`src/rtl/pkt_arb.sv`:
```
// Two-source packet arbiter with weighted round-robin or strict priority,
// merging byte streams onto one egress port behind a small CPU register file.
module pkt_arb (
    input  logic       clk,
    input  logic       rst_n,
    input  logic [7:0] addr,
    input  logic       rw,
    input  logic [7:0] din,
    output logic [7:0] dout,
    input  logic [7:0] rxd0,
    input  logic       rx_vld0,
    output logic       rdy0,
    input  logic [7:0] rxd1,
    input  logic       rx_vld1,
    output logic       rdy1,
    output logic [7:0] txd,
    output logic       tx_vld
);

    localparam int unsigned DW = 8;

    typedef enum logic [1:0] {
        IDLE  = 2'd0,
        XFER0 = 2'd1,
        XFER1 = 2'd2,
        GAP   = 2'd3
    } state_t;

    state_t         r_state;
    logic [DW-1:0]  r_ctrl;
    logic [DW-1:0]  r_weight0;
    logic [DW-1:0]  r_weight1;
    logic [DW-1:0]  r_cnt0;
    logic [DW-1:0]  r_cnt1;
    logic [DW-1:0]  r_cred;
    logic           r_last;

    logic           w_en;
    logic           w_strict;
    logic           w_busy;
    logic [1:0]     w_vld;
    logic           w_grant;
    logic           w_keep;
    logic [DW-1:0]  w_weight;
    logic [DW-1:0]  w_reload;
    logic [DW-1:0]  w_rdata;
    logic           w_clr0;
    logic           w_clr1;

    assign w_en     = r_ctrl[0];
    assign w_strict = r_ctrl[1];
    assign w_busy   = (r_state != IDLE);
    assign w_vld    = {rx_vld1, rx_vld0};
    assign w_clr0   = rw && (addr == 8'h03);
    assign w_clr1   = rw && (addr == 8'h04);

    // Winner selection; only consulted in IDLE when some source requests.
    always_comb begin
        w_grant = r_last;
        if (w_strict) begin
            w_grant = ~rx_vld0;
        end else if (w_vld[r_last] && (r_cred != '0)) begin
            w_grant = r_last;
        end else if (w_vld[~r_last]) begin
            w_grant = ~r_last;
        end
    end

    // Re-granting the last source spends a credit; anything else reloads.
    assign w_keep   = (w_grant == r_last) && (r_cred != '0);
    assign w_weight = w_grant ? r_weight1 : r_weight0;
    assign w_reload = (w_weight == '0) ? '0 : w_weight - DW'(1);

    always_comb begin
        w_rdata = '0;
        case (addr)
            8'h00:   w_rdata = r_ctrl;
            8'h01:   w_rdata = r_weight0;
            8'h02:   w_rdata = r_weight1;
            8'h03:   w_rdata = r_cnt0;
            8'h04:   w_rdata = r_cnt1;
            8'h05:   w_rdata = {6'b0, r_last, w_busy};
            default: w_rdata = '0;
        endcase
    end

    always_ff @(posedge clk or negedge rst_n) begin
        if (!rst_n) begin
            r_ctrl    <= '0;
            r_weight0 <= DW'(1);
            r_weight1 <= DW'(1);
        end else if (rw) begin
            case (addr)
                8'h00:   r_ctrl    <= din;
                8'h01:   r_weight0 <= din;
                8'h02:   r_weight1 <= din;
                default: ;
            endcase
        end
    end

    always_ff @(posedge clk or negedge rst_n) begin
        if (!rst_n) begin
            dout <= '0;
        end else if (!rw) begin
            dout <= w_rdata;
        end
    end

    // Arbitration FSM, egress datapath and per-source packet counters.
    always_ff @(posedge clk or negedge rst_n) begin
        if (!rst_n) begin
            r_state <= IDLE;
            r_last  <= 1'b1;
            r_cred  <= '0;
            r_cnt0  <= '0;
            r_cnt1  <= '0;
            rdy0    <= 1'b0;
            rdy1    <= 1'b0;
            txd     <= '0;
            tx_vld  <= 1'b0;
        end else begin
            tx_vld <= 1'b0;
            case (r_state)
                IDLE: begin
                    if (w_en && (|w_vld)) begin
                        r_state <= w_grant ? XFER1 : XFER0;
                        rdy0    <= ~w_grant;
                        rdy1    <= w_grant;
                        if (w_keep) begin
                            r_cred <= r_cred - DW'(1);
                        end else begin
                            r_cred <= w_reload;
                            r_last <= w_grant;
                        end
                    end
                end
                XFER0: begin
                    if (rx_vld0) begin
                        txd    <= rxd0;
                        tx_vld <= 1'b1;
                    end else begin
                        r_state <= GAP;
                        rdy0    <= 1'b0;
                        r_cnt0  <= r_cnt0 + DW'(1);
                    end
                end
                XFER1: begin
                    if (rx_vld1) begin
                        txd    <= rxd1;
                        tx_vld <= 1'b1;
                    end else begin
                        r_state <= GAP;
                        rdy1    <= 1'b0;
                        r_cnt1  <= r_cnt1 + DW'(1);
                    end
                end
                GAP:     r_state <= IDLE;
                default: r_state <= IDLE;
            endcase
            // A CPU clear beats a same-cycle packet-end increment.
            if (w_clr0) r_cnt0 <= '0;
            if (w_clr1) r_cnt1 <= '0;
        end
    end

endmodule

```
`config.mk`:
```
export PLATFORM = sky130hd
export DESIGN_NAME = pkt_arb
export DESIGN_NICKNAME = d
export VERILOG_FILES = /design/src/rtl/pkt_arb.sv
export SDC_FILE = /design/constraint.sdc
export NUM_CORES = 1
export LEC_CHECK = 0
export ABC_AREA = 1
export CAP_MARGIN = 20
export CELL_PAD_IN_SITES_DETAIL_PLACEMENT = 1
export CELL_PAD_IN_SITES_GLOBAL_PLACEMENT = 1
export CORE_AREA = 2 2 100 102
export DETAILED_ROUTE_END_ITERATION = 10
export DIE_AREA = 0 0 102 104
export PLACE_DENSITY_LB_ADDON = 0.1
export SLEW_MARGIN = 20
export SYNTH_ARGS = -nofsm -noshare
export SYNTH_HDL_FRONTEND = slang
export SYNTH_SLANG_ARGS = --single-unit
```
`constraint.sdc`:
```
create_clock -name clk -period 7.5 [get_ports clk]
set_clock_uncertainty 0.2 [all_clocks]
set_input_delay 0.75 -clock clk [delete_from_list [all_inputs] [get_ports clk]]
set_output_delay 0.75 -clock clk [all_outputs]
set_load 0.05 [all_outputs]
```
* After elaboration in Yosys (flattened, before gate mapping)
Cells that the tools add are included.
** Operators by class
- $add $sub $neg :: 4
- $lt $le $gt $ge :: 2
- Eq/ne operators :: 16
- Multiplexer cells :: 34
- Bitwise gates (word level) :: 4
- Reductions and logical operators :: 27
** Operators with widths (count)
- 2-to-1 mux 8 bit :: 11
- one-hot mux 8 bit (6 select lines) :: 1
- adder 8 x 1 -> 8 bit, second input constant :: 2
- equality test 8 x 2 -> 1 bit, second input constant :: 2
- equality test 8 x 3 -> 1 bit, second input constant :: 2
- logical NOT 8 bit :: 2
- one-hot mux 8 bit (2 select lines) :: 1
- subtractor 8 x 1 -> 8 bit, second input constant :: 2
- AND reduction 3 bit :: 5
- 2-to-1 mux 1 bit :: 13
- AND reduction 2 bit :: 6
- nonzero test 2 bit :: 6
- != test 2 bit, second input constant :: 5
- equality test 8 x 1 -> 1 bit, second input constant :: 1
- 2-to-1 mux 2 bit :: 4
- one-hot mux 2 bit (4 select lines) :: 1
- nonzero test 8 bit :: 1
- one-hot mux 1 bit (2 select lines) :: 3
- logical AND 1 bit :: 5
- equality test 2 bit, second input constant :: 2
- < comparator 1 x 2 -> 1 bit, second input constant :: 2
- != test 2 x 1 -> 1 bit, second input constant :: 2
- inverter 1 bit :: 4
- equality test 2 x 1 -> 1 bit, second input constant :: 1
- other kinds (3) :: 3
** Word-level totals
- Register bits after elaboration :: 70
- Bits of input ports :: 37
- Output and inout bits :: 19
- Logic and storage cells :: 100

* Logic depth before layout (Yosys ltp)
- Depth in word-level cells :: 10
- Gate-level depth with buffers :: 19
- Gate-level depth less buffers :: 18

* Least setup slack after synthesis
Ideal clock, no wire load.
- Kind :: in2reg
- Start point :: in rx_vld1
- End point :: reg r_cred[4]
- Arrival time :: 2.177 ns
- Required time :: 7.180 ns
- Slack :: 5.003 ns
- Stages on the path :: 15
- Path buffers :: 1
- Cells stage by stage :: or2_2 -> nand2_1 -> nand2_4 -> nand2_4 -> buf_6 -> nand2_2 -> o21ai_4 -> ha_1 -> inv_1 -> nor2_1 -> nand2_1 -> nor2_4 -> nor2_8 -> nand2_1 -> a21boi_1
** Between the ends
- Word-level cells in the longest chain between the ends :: 9
** Ends and longest elaborated chain
- start, declared :: RTL line 14 : input logic rx_vld1,
- 2-to-1 mux 1 bit, on equally long branches (2 in series) :: RTL line 64, 62
- 2-to-1 mux 1 bit / logical AND 1 bit (equally long branches) :: RTL line 64, 62
- 2-to-1 mux 1 bit :: RTL line 62 : end else if (w_vld[r_last] && (r_cred != '0)) begin
- 2-to-1 mux 1 bit :: RTL line 60 : if (w_strict) begin
- 2-to-1 mux 8 bit :: RTL line 71 : assign w_weight = w_grant ? r_weight1 : r_weight0;
- subtractor 8 x 1 -> 8 bit / logical NOT 8 bit (equally long branches) :: RTL line 72 : assign w_reload = (w_weight == '0) ? '0 : w_weight - DW'(1);
- 2-to-1 mux 8 bit :: RTL line 72
- 2-to-1 mux 8 bit :: RTL line 130 : if (w_keep) begin
- end signal, assigned :: RTL line 131 : r_cred <= r_cred - DW'(1);
- end signal, assigned :: RTL line 133 : r_cred <= w_reload;
- end, declared :: RTL line 35 : logic [DW-1:0] r_cred;
Several ways; a longest one is shown, not always the timed one. The select of a mux whose other input is x is not followed.
A chain may end at the register's enable or synchronous reset.

* Final worst setup path
- Start point :: in rx_vld1
- End point :: reg r_cred[1]
The elaborated chain is that of the path after synthesis.

==> run summary <==
Status: completed
Synth Warn #: 0
Largest net degree at the start of global routing: 71
Post-synthesis sequential area ratio: 42.8%
Top Family by Delay on Critical Path: simple AND/OR/NAND/NOR gates
Post-CTS Hold Fix Bufs: 0
Final #Nets: 633
R2R depth: 10
Critical path launch point type: primary input
P_sw: 625 µW
R2R Setup Slk: 4.65 ns
Mapped Nets: 575
Mapped cell area: 4100 µm²
Combinational share of power: 42.4%
Initial DRC count: 164
CP bufs+invs: 2
Distinct cells, synth: 49
Most common cell in the netlist: nand2_1
Gr usage total: 22.8%
Critical Path RT: 7.55 ns
CP cell instances: clkdlybuf4s50_1 -> or2_2 -> nand2_1 -> nand2_4 -> nand2_4 -> nand2_2 -> o21ai_4 -> ha_1 -> inv_1 -> nor2_1 -> nand2_1 -> nor2_4 -> nor2_8 -> nand2_1 -> a21boi_1
Peak supply drop: 0.136 mV
Vias in the first global route: 3,885
Sw frac: 43.0%
Synth top area share: 40.9%
Setup violators final: 0
Sequential power share: 35.8%
Clk sinks: 70
Final TNS setup: 0 ns
Fin crit share: 38.1%
Crit path kind: primary input to flop
Drt first pass iters: 4
Most frequent cells after synthesis: 131 x nand2_1, 80 x inv_1, 67 x dfrtp_1
Worst-path maximum fanout: 20
PnR Total Power: 1.45 mW
Initial Util: 43.0%
Synth Register Bits: 70
Cell Int Power: 827 µW
Crit path capture: r_cred[1]$_DFFE_PN0P_
Synth area leaders: dfrtp_1 41%, nand2_1 12%, inv_1 7.3%, o21ai_0 7.2%, nor2_1 2.9%
Slew HR: 35.8%
Die ar.: 10,600 µm²
Worst-Skew Late Latency: 0.36 ns
Pre-CTS setup slack: 4.26 ns
Wire per inst: 15.9 µm
Critical path's slowest cell: clkdlybuf4s50_1
Hold Path Class: flop to flop
Die Ht: 104 µm
GP Congestion: 0.840
FILL cells: 1,208
Placeable Area: 9550 µm²
DRC: 0
Synthesis-to-layout area growth: 21.3%
Worst R2R End: r_cnt1[7]$_DFFE_PN0P_
Total wire length: 11,500 µm
FMAX: 350 MHz
Cell depth of the worst setup path: 15
Antenna-violating nets left: 0
Worst EP arrival: 2.90 ns
Antenna fix cells: 0
H-tree depth: 3
Min Tclk post-route: 2.86 ns
Clock slew at reported path FFs: 0.08 ns
RSZ-0062 raised after global routing: false
Min-delay src: r_weight1[1]$_DFFE_PN0P_
I/O Buffers: 55
Worst slew pin tran: 0.962 ns
CTS max path bufs: 2
CTS tree: built
Post-cts gate resize count: 0
Die Wd: 102 µm
Avg Inst Size Synth: 7.74 µm²
Antenna violations before repair: 0
Power Density: 292 nW/µm²
First-pass GRT wire length: 19,100 µm
Via density per instance: 5.07
Post-synth top area cell: dfrtp_1
Site Rows: 36
Share of cells above drive strength 1: 11.1%
Most used cell, CP: nand2_1
Via count: 3,683
Async SR Flop Fraction: 100%
Worst r2r src: r_state[0]$_DFFE_PN0P_
Crit path launch: rx_vld1
Post-synth EDFFs: 0
Leakage Power: 2.39 nW
Number of max-cap violations: 0
Root Driver: clkbuf_8
Max stage delay on crit path: 0.49 ns
Final Max Slew Viols: 0
Final setup margin: 4.64 ns
Post-CTS Setup Bufs: 0
Syn Inst Count: 530
Most used DFF post-synth: dfrtp_1
IO Pins: 56
DP HPWL: 8780 µm
CP endpoint kind: flop
Final Hold Viols: 0
Clock power share: 21.8%
GRT overflow: 0
Total CTS buffers: 9
[layer usage]
| layer | share of wire [%] | global-route usage [%] | wire length, µm |
|---|---|---|---|
| met5 | 0 | 0 | 0 |
| met4 | 2.8 | 9.62 | 320 |
| met2 | 47 | 36.9 | 5460 |
| met1 | 46 | 30.3 | 5300 |
| met3 | 3.9 | 3.43 | 445 |
[logic make-up after synthesis]
kind of cell               count (synthesis)  share of synthesized area (%)
and+or+nand+nor                          238                           28.0
AOI/OAI and AO/OA                        109                           15.7
buffers and inverters                     96                           9.18
DFF                                       70                           42.8
xor gates and xnor gates                   9                           1.92
adders and majority gates                  8                           2.44
[area by class of cell]
cell class                 count  area [µm²]  share of cell area (%)
timing repair buffer          56         553                    11.1
multi-input combinational    364        1980                    39.7
inverter                      87         327                    6.56
clock inverter                 6        61.3                    1.23
tap                          133         166                    3.34
sequential                    70        1760                    35.3
clock buffer                  10         138                    2.77
[cells in the final DEF, fill, tap and decap left out, types with 2 or more instances in the layout]
cell type and instances:
nand3_2 4, clkinv_2 3, nor2_1 32, o22ai_1 9, inv_1 80, nand2_2 11
a21oi_1 10, clkbuf_8 10, a31oi_1 9, o21ai_0 59, dfstp_2 3, nand2_1 131
clkdlybuf4s50_1 54, nor3_1 11, a21oi_2 4, nand4_1 5, a211oi_1 3, and3_1 2
nand2_4 3, nand3_1 21, dfrtp_1 67, inv_2 6, nand3b_1 2, xor2_1 8
o221ai_1 2, nor2_2 3, nor2_4 3, a21boi_1 4, ha_1 8
[power by group through the flow]
stage	sequential, mW	combinational (mW)	clock, mW
after detailed placement	0.528	0.618	0
after CTS	0.520	0.622	0.324
after global routing	0.530	0.682	0.339
final	0.520	0.616	0.316
after floorplan	0.609	0.339	0
after global placement	0.523	0.598	0
[worst min path at each step]
stage,to,cells past startpoint
final,r_weight1[1]$_DFFE_PN0P_,2
after detailed placement,dout[4]$_DFFE_PN0N_,2
after CTS,r_weight1[1]$_DFFE_PN0P_,2
after floorplan,dout[0]$_DFFE_PN0N_,0
after global placement,dout[4]$_DFFE_PN0N_,2
after global routing,r_weight0[6]$_DFFE_PN0P_,2
[sequential cells by signal (all words and copies together), names as in the netlist, 2 cells and up]
signal,cells
dout,8
r_cnt0,8
r_cnt1,8
r_cred,8
r_ctrl,8
r_state,2
r_weight0,8
r_weight1,8
txd,8
[worst min-delay path, delay by kind of cell, from the launching register on]
kind	cells	cell delay (ns)
flops	1	0.34
compound gates	1	0.06
simple gates	1	0.05
[per-stage QoR]
stage	std cells	instance area, µm²	utilization [%]	hold slack (ns)
after global placement	710	4780	50.0	0.267
after detailed placement	710	4780	50.0	0.272
after CTS	726	4980	52.1	0.293
after global routing	726	4980	52.1	0.329
after floorplan	530	4100	-	0.253
final	726	4980	52.1	0.285
(Power assumes the default switching activity.)
